## src/rtl/uart_pkg.sv

```systemverilog
// Shared types and helpers for the parametrised UART receiver.
package uart_pkg;

    localparam logic UART_IDLE_LVL      = 1'b1;
    localparam int   UART_MAX_DATA_BITS = 9;

    typedef enum logic [2:0] {
        IDLE,
        START,
        DATA,
        PARITY,
        STOP,
        DELIVER,
        BREAK
    } rx_state_t;

    function automatic int bps_cnt(input int sys_clk_fre, input int bps);
        return sys_clk_fre / bps;
    endfunction

endpackage

```

## src/rtl/uart_rx_sync.sv

```systemverilog
// Two-flop synchroniser for the asynchronous RX pin plus falling-edge detect.
module uart_rx_sync
    import uart_pkg::*;
(
    input  logic sys_clk,
    input  logic sys_rst_n,
    input  logic uart_rxd,
    output logic rxd_s,
    output logic rxd_fall
);

    logic rxd_meta;
    logic rxd_prev;

    always_ff @(posedge sys_clk) begin
        if (!sys_rst_n) begin
            rxd_meta <= UART_IDLE_LVL;
            rxd_s    <= UART_IDLE_LVL;
            rxd_prev <= UART_IDLE_LVL;
        end else begin
            rxd_meta <= uart_rxd;
            rxd_s    <= rxd_meta;
            rxd_prev <= rxd_s;
        end
    end

    assign rxd_fall = rxd_prev & ~rxd_s;

endmodule

```

## src/rtl/uart_rx_param.sv

```systemverilog
// Parametrised UART receiver with error flags and a one-entry valid/ready holding register.
// Optional parity bit is compiled in with the UART_RX_PARITY_EN macro.
//
// state   | meaning
// IDLE    | line idle, waiting for a falling edge
// START   | confirming the start bit at mid-bit
// DATA    | shifting in DATA_BITS payload bits, LSB first
// PARITY  | checking the parity bit (UART_RX_PARITY_EN only)
// STOP    | sampling STOP_BITS stop bits
// DELIVER | one cycle: hand the frame to the holding register
// BREAK   | line held low after the frame; wait for it to go high
module uart_rx_param
    import uart_pkg::*;
#(
    parameter int SYS_CLK_FRE = 50_000_000,
    parameter int BPS         = 115200,
    parameter int DATA_BITS   = 8,
    parameter int STOP_BITS   = 1,
    parameter int PARITY_ODD  = 0
) (
    input  logic                 sys_clk,
    input  logic                 sys_rst_n,
    input  logic                 uart_rxd,
    output logic [DATA_BITS-1:0] uart_rx_data,
    output logic                 uart_rx_valid,
    input  logic                 uart_rx_ready,
    output logic                 uart_rx_frame_err,
    output logic                 uart_rx_parity_err,
    output logic                 uart_rx_overrun,
    output logic                 uart_rx_busy
);

    localparam int BPS_CNT = bps_cnt(SYS_CLK_FRE, BPS);
    localparam int CNT_W   = $clog2(BPS_CNT);
    localparam int BIT_W   = $clog2(DATA_BITS + 1);

    localparam logic [CNT_W-1:0] MID_CNT   = CNT_W'(BPS_CNT / 2 - 1);
    localparam logic [CNT_W-1:0] TOP_CNT   = CNT_W'(BPS_CNT - 1);
    localparam logic [BIT_W-1:0] LAST_DATA = BIT_W'(DATA_BITS - 1);
    localparam logic [BIT_W-1:0] LAST_STOP = BIT_W'(STOP_BITS - 1);

    if (DATA_BITS < 5 || DATA_BITS > UART_MAX_DATA_BITS) begin : g_bad_data_bits
        $error("uart_rx_param: DATA_BITS must be 5..9");
    end
    if (STOP_BITS < 1 || STOP_BITS > 2) begin : g_bad_stop_bits
        $error("uart_rx_param: STOP_BITS must be 1 or 2");
    end

    rx_state_t            state;
    logic [CNT_W-1:0]     clk_cnt;
    logic [BIT_W-1:0]     bit_cnt;
    logic [DATA_BITS-1:0] shift_reg;
    logic                 frm_err;
    logic                 rxd_s;
    logic                 rxd_fall;
    logic                 sample;

`ifdef UART_RX_PARITY_EN
    localparam logic PAR_POL = 1'(PARITY_ODD);
    logic par_err;
`else
    logic unused_parity_odd;
    assign unused_parity_odd  = 1'(PARITY_ODD);
    assign uart_rx_parity_err = 1'b0;
`endif

    uart_rx_sync u_sync (
        .sys_clk   (sys_clk),
        .sys_rst_n (sys_rst_n),
        .uart_rxd  (uart_rxd),
        .rxd_s     (rxd_s),
        .rxd_fall  (rxd_fall)
    );

    // Every sampling point sits at mid-bit because clk_cnt starts at the start-bit edge.
    assign sample       = (clk_cnt == MID_CNT);
    assign uart_rx_busy = (state != IDLE);

    always_ff @(posedge sys_clk) begin
        if (!sys_rst_n) begin
            state             <= IDLE;
            clk_cnt           <= '0;
            bit_cnt           <= '0;
            shift_reg         <= '0;
            frm_err           <= 1'b0;
            uart_rx_data      <= '0;
            uart_rx_valid     <= 1'b0;
            uart_rx_frame_err <= 1'b0;
            uart_rx_overrun   <= 1'b0;
`ifdef UART_RX_PARITY_EN
            par_err            <= 1'b0;
            uart_rx_parity_err <= 1'b0;
`endif
        end else begin
            uart_rx_overrun <= 1'b0;
            if (uart_rx_valid && uart_rx_ready) begin
                uart_rx_valid <= 1'b0;
            end

            if (state == IDLE || state == DELIVER || state == BREAK) begin
                clk_cnt <= '0;
            end else begin
                clk_cnt <= (clk_cnt == TOP_CNT) ? '0 : clk_cnt + 1'b1;
            end

            case (state)
                IDLE: begin
                    if (rxd_fall) begin
                        state   <= START;
                        bit_cnt <= '0;
                        frm_err <= 1'b0;
`ifdef UART_RX_PARITY_EN
                        par_err <= 1'b0;
`endif
                    end
                end
                START: begin
                    if (sample) begin
                        state <= rxd_s ? IDLE : DATA;
                    end
                end
                DATA: begin
                    if (sample) begin
                        shift_reg <= {rxd_s, shift_reg[DATA_BITS-1:1]};
                        if (bit_cnt == LAST_DATA) begin
                            bit_cnt <= '0;
`ifdef UART_RX_PARITY_EN
                            state   <= PARITY;
`else
                            state   <= STOP;
`endif
                        end else begin
                            bit_cnt <= bit_cnt + 1'b1;
                        end
                    end
                end
`ifdef UART_RX_PARITY_EN
                PARITY: begin
                    if (sample) begin
                        par_err <= rxd_s ^ (^shift_reg) ^ PAR_POL;
                        state   <= STOP;
                    end
                end
`endif
                STOP: begin
                    if (sample) begin
                        if (!rxd_s) begin
                            frm_err <= 1'b1;
                        end
                        if (bit_cnt == LAST_STOP) begin
                            state <= DELIVER;
                        end else begin
                            bit_cnt <= bit_cnt + 1'b1;
                        end
                    end
                end
                DELIVER: begin
                    // A pending frame being accepted this cycle frees the slot for the new one.
                    if (!uart_rx_valid || uart_rx_ready) begin
                        uart_rx_data      <= shift_reg;
                        uart_rx_frame_err <= frm_err;
                        uart_rx_valid     <= 1'b1;
`ifdef UART_RX_PARITY_EN
                        uart_rx_parity_err <= par_err;
`endif
                    end else begin
                        uart_rx_overrun <= 1'b1;
                    end
                    state <= rxd_s ? IDLE : BREAK;
                end
                BREAK: begin
                    if (rxd_s) begin
                        state <= IDLE;
                    end
                end
                default: state <= IDLE;
            endcase
        end
    end

endmodule

```

## config.mk

```make
export PLATFORM = sky130hd
export DESIGN_NAME = uart_rx_param
export DESIGN_NICKNAME = d
export VERILOG_FILES = /design/src/rtl/uart_pkg.sv /design/src/rtl/uart_rx_sync.sv /design/src/rtl/uart_rx_param.sv
export SDC_FILE = /design/constraint.sdc
export NUM_CORES = 1
export LEC_CHECK = 0
export CAP_MARGIN = 20
export CORE_ASPECT_RATIO = 1.4
export CORE_MARGIN = 4
export CORE_UTILIZATION = 55
export DETAILED_ROUTE_END_ITERATION = 16
export DONT_BUFFER_PORTS = 1
export PLACE_DENSITY = 0.73
export SYNTH_ARGS = -nofsm -noshare
export SYNTH_HDL_FRONTEND = slang
export SYNTH_HIERARCHICAL = 1
export SYNTH_SLANG_ARGS = --single-unit
```

## constraint.sdc

```tcl
create_clock -name sys_clk -period 1.8 [get_ports sys_clk]
set_input_delay 0.27 -clock sys_clk [delete_from_list [all_inputs] [get_ports sys_clk]]
set_output_delay 0.27 -clock sys_clk [all_outputs]
set_load 0.1 [all_outputs]
```

# Word-level counts from Yosys, hierarchy flattened
# Cells that the tools add are included.
word_totals:
  in_bits: 4
  reg_bits: 39
  word_cells: 75
  output_inout_bits: 13
classes:
  add_sub_neg: 2
  n_eq_ne: 17
  muxes: 24
  reduce_logical: 17
  bitwise_logic: 3
op_table:
  columns: ["cell", "count"]
  rows:
  - ["2-to-1 mux 3 bit", 8]
  - ["2-to-1 mux 4 bit", 5]
  - ["one-hot mux 3 bit (6 select lines)", 1]
  - ["!= test 2 bit, second input constant", 8]
  - ["one-hot mux 4 bit (3 select lines)", 1]
  - ["adder 9 x 1 -> 9 bit, second input constant", 1]
  - ["== test 3 bit, second input constant", 3]
  - ["== test 9 x 8 -> 1 bit, second input constant", 1]
  - ["== test 9 bit, second input constant", 1]
  - ["2-to-1 mux 1 bit", 7]
  - ["AND reduction 7 bit", 1]
  - ["AND reduction 2 bit", 3]
  - ["nonzero test 3 bit", 2]
  - ["AND reduction 5 bit", 1]
  - ["adder 4 x 1 -> 4 bit, second input constant", 1]
  - ["== test 4 x 3 -> 1 bit, second input constant", 1]
  - ["logical NOT 4 bit", 1]
  - ["AND reduction 4 bit", 1]
  - ["== test 3 x 1 -> 1 bit, second input constant", 1]
  - ["== test 3 x 2 -> 1 bit, second input constant", 1]
  - ["logical NOT 3 bit", 1]
  - ["logical OR 1 bit", 3]
  - ["OR reduction 3 bit", 1]
  - ["2-to-1 mux 2 bit", 1]
  - ["other kinds (7)", 8]

# Logic depth before layout (Yosys ltp)
depth:
  depth_word: 4
  ltp_mapped: 7
  depth_no_buf: 7

# Modules after synthesis
# The synthesis kept the hierarchy.
modules_own_cells:
  columns: ["mod", "area_per_inst_um2", "n_inst", "seq_area_each_um2", "cells_each"]
  rows:
  - ["uart_rx_param", 1697.9, 1, 720.7, 182]
  - ["uart_rx_sync", 85.1, 1, 60.1, 7]

# Worst setup path after synthesis
# OpenSTA, ideal clock, no wires.
synth_timing:
  path_type: "register -> register"
  startpoint: "register uart_rx_valid"
  endpoint: "register uart_rx_data[0]"
  path_stages_with_launch: 5
  setup_ns: 0.120
  required_ns: 1.680
  setup_slack_ns: 0.065
  n_path_buf: 0
  synth_period_minus_slack_ns: 1.735
  arrival_time_ns: 1.615
  path_cell_list: "dfxtp_1 > nor2b_1 > nor2_2 > mux2i_1 > nor2b_1"
synth_between:
  elab_chain_len: 3
synth_lines:
  columns: ["item", "line_no", "rtl"]
  rows:
  - ["start: declaration", "uart_rx_param.sv:25", "output logic uart_rx_valid,"]
  - ["start signal: assignment", "uart_rx_param.sv:87", "uart_rx_valid <= 1'b0;"]
  - ["start signal: assignment", "uart_rx_param.sv:97", "uart_rx_valid <= 1'b0;"]
  - ["start signal: assignment", "uart_rx_param.sv:162", "uart_rx_valid <= 1'b1;"]
  - ["logical NOT 1 bit", "uart_rx_param.sv:159", "if (!uart_rx_valid || uart_rx_ready) begin"]
  - ["logical OR 1 bit", "uart_rx_param.sv:159", null]
  - ["AND reduction 2 bit (no source line)", null, null]
  - ["end signal: assignment", "uart_rx_param.sv:160", "uart_rx_data <= shift_reg;"]
  - ["end: declaration", "uart_rx_param.sv:24", "output logic [DATA_BITS-1:0] uart_rx_data,"]
# Every way passes these cells.
# A chain may end at the register's enable or synchronous reset.

# Worst setup path after layout
layout_timing:
  startpoint: "register bit_cnt[0]"
  endpoint: "register state[1]"
layout_between:
  elab_chain_len: 3
  elab_cells_between_ends: 5
  classes_between: "eq/ne (3); reduce/logical (2)"
layout_lines:
  columns: ["item", "line_no", "rtl"]
  rows:
  - ["start: declaration", "uart_rx_param.sv:51", "logic [BIT_W-1:0] bit_cnt;"]
  - ["start signal: assignment", "uart_rx_param.sv:133", "bit_cnt <= bit_cnt + 1'b1;"]
  - ["start signal: assignment", "uart_rx_param.sv:153", "bit_cnt <= bit_cnt + 1'b1;"]
  - ["== test 4 x 3 -> 1 bit or logical NOT 4 bit (tied branches)", "uart_rx_param.sv:125, uart_rx_param.sv:150", null]
  - ["!= test 2 bit (no source line)", null, null]
  - ["AND reduction 7 bit (no source line) *", null, null]
  - ["end signal: assignment", "uart_rx_param.sv:119", "state <= rxd_s ? IDLE : DATA;"]
  - ["end signal: assignment", "uart_rx_param.sv:169", "state <= rxd_s ? IDLE : BREAK;"]
  - ["end: declaration", "uart_rx_param.sv:49", "rx_state_t state;"]
# Mark *: on every way between the ends. The rest lies on a longest branch, timed or not.

==> flow_summary.ini <==
[grt]
grt_pass1_vias = 1290
antenna_found_initial = 0
grt_max_degree = 34
grt_pass1_wl_microns = 5460
grt_overflow = 0
grt_util_all_layers_pct = 16.4

[final_layout]
diodes = 0
area_growth_pct = 16.7
nets = 218
nFillCells = 273
largest_reg_flops = 9
layout-drive-gt1-share_pct = 17.1
post-route-util_pct = 66.6

[floorplan]
initial_core_util_pct = 57.1
fp-row-count = 24
die_w_microns = 56.1
core-area_sq_um = 3120
die_y_microns = 75.4
ioPinCount = 17
dieArea_sq_um = 4230

[min_path]
hp-start = sys_rst_n
hold_end = u_sync/rxd_s
min_path_type = input port to flip-flop
hold_path_depth = 1

[placed_design]
gp_congestion = 0.797
hpwl_microns = 2370
io_buffers = 0
dp_slack_ns = -0.0480

[timing]
setup_viol = 0
fin_worst_skew_ns = 0.00383
hold_violations = 0
tns_ns = 0
drv_slew = 0
rsz0062_at_grt = yes
fin_ws_ns = 0.0102
fin_crit_ns = 1.79
timing.final.crit_share_pct = 99.4
slew_headroom_pct = 56.4
tightest_slew_ns = 0.654
whs_ns = 0.0582
fmax_mhz = 559

[logic_synthesis]
syn-mean-instance-area_sq_um = 9.43
synth_cells = 189
yosysSeqAreaShare_pct = 43.8
synth_edf_count = 0
async_reset_ff_share_pct = 0
yosysWarnings = 6
synth_area_leader_cell = dfxtp_1
syn_nets = 198
ys_types = 38
synth_area_leaders = dfxtp_1 44%, mux2i_1 10%, nor2b_1 8.4%, xnor2_1 3.9%, ha_1 3.5%
yosysMostFrequentCell = dfxtp_1
synth-seq-cells = 39
synthFlopType = dfxtp_1
synth_top_area_share_pct = 43.8
synthTopCellsByCount = 39 x dfxtp_1, 24 x nor2b_1, 18 x mux2i_1
syn_area_sq_um = 1780

[setup_path]
path_max_fanout = 4
cp.required_ns = 2.01
arrival_ns = 2.00
worstReg2RegStart = bit_cnt[0]
rr_endpoint = state[1]
r2r_slack_ns = 0.01
cp-start-kind = flip-flop
setup.worst_path.class = flip-flop to flip-flop
reg2reg_depth = 7
endpoint_kind = flip-flop

[route]
ant_nets = 0
drt_iter0_drc = 18
routed_wl_microns = 3170
dr.pass1.iters = 4
routedWlPerCell_microns = 12.7
vias_per_cell = 5.27
vias = 1313
drc = 0

[clock_tree]
holdBufCountCts = 0
clkTransAtPathRegs_ns = 0.07
cts_tree = built
cts_buffer_depth = 2
htree_num_levels = 2
clockRootBuffer = clkbuf_8
cts_sinks = 39
clock_latency_ns = 0.28
post-cts-setup-buffers = 0
cts_buffers = 5

[pwr]
peakVddDrop_mv = 0.621
p_per_area_nw_per_um2 = 703
p_leak_uw = 0.000805
p_total_uw = 1460

[status]
status = finished clean

[flow_run]
maxCapViolCount = 0
kinds of logic after synthesis:
kind of cell	count (synthesis)	share of synthesized area (%)
fa+ha+maj	5	3.51
xor+xnor	10	4.91
mux	18	10.1
flops	39	43.8
simple gates	80	25.0
other cells	1	0.210
buf+inv	15	3.58
compound gates	21	8.91
repair_timing:
action | in CTS | in global routing
resized for setup | 3 | 6
hold endpoints to repair | 0 | 0
pin swaps | 0 | 1
endpoints found under the setup margin | 11 | 7
where the power goes:
part           switching (uW)  leakage, uW  internal (uW)
logic                    28.9     0.000448           21.0
clock network             271    0.0000422            271
registers                4.42     0.000315            867
total                     305     0.000805           1160
worst max-delay path: stages, from the launching register on:
cell and delay, ns:
dfxtp_1 0.33, inv_2 0.07, ha_2 0.17, nor4b_2 0.19, a211o_1 0.18, o311ai_4 0.11
or4b_1 0.53, a21boi_1 0.14
worst max-delay path by stage:
| stage | slack [ns] | depth (start not counted) | to | startpoint |
|---|---|---|---|---|
| final | 0.01 | 7 | state[1] | bit_cnt[0] |
| after CTS | 0.005 | 7 | state[1] | bit_cnt[0] |
| after global placement | 0.03 | 7 | state[1] | bit_cnt[0] |
| after floorplan | 0.06 | 4 | uart_rx_data[0] | uart_rx_valid |
| after detailed placement | -0.05 | 4 | clk_cnt[6] | clk_cnt[0] |
| after global routing | -0.05 | 7 | state[1] | bit_cnt[0] |
metal layers:
metal | GRT usage [%] | vias to the layer above | part of all wire, %
met1 | 15.8 | 613 | 40
li1 | - | 675 | -
met2 | 31.3 | 17 | 55
met3 | 4.92 | 8 | 3.0
met4 | 8.97 | 0 | 2.1
met5 | 0 | - | 0
through the flow:
step / instance area (sq um) / cells
floorplan: 1780 / 189
global placement: 1960 / 241
detailed placement: 1960 / 241
CTS: 2060 / 249
global route: 2080 / 249
finish: 2080 / 249
final cells by class:
type	instances	area (sq um)	area share (%)
Clock inverter	1	5.00	0.241
Sequential cell	39	781	37.5
Inverter	7	26.3	1.26
Tap cell	39	48.8	2.35
Timing Repair Buffer	21	170	8.18
Clock buffer	7	76.3	3.67
Multi-Input combinational cell	135	973	46.8
cell usage in the layout (no fill, tap or decap), drive strengths merged, types with 2 or more instances in the layout:
cell    Yosys  layout
o31ai       2       2
dfxtp      39      39
nor3        4       4
a21boi      4       4
mux2i      18      18
nand2b      5       5
buf         4      21
o21ai       5       5
nand3       7       7
o311ai      2       2
xor2        2       2
nand2      11      11
nor3b       2       2
inv         7       7
ha          5       5
and3        2       2
xnor2       8       8
a21oi       3       3
or4b        2       2
clkbuf      4       7
nor2       16      16
nor2b      24      24
and4b       2       2
No activity file was read; power rests on OpenSTA's default activity.
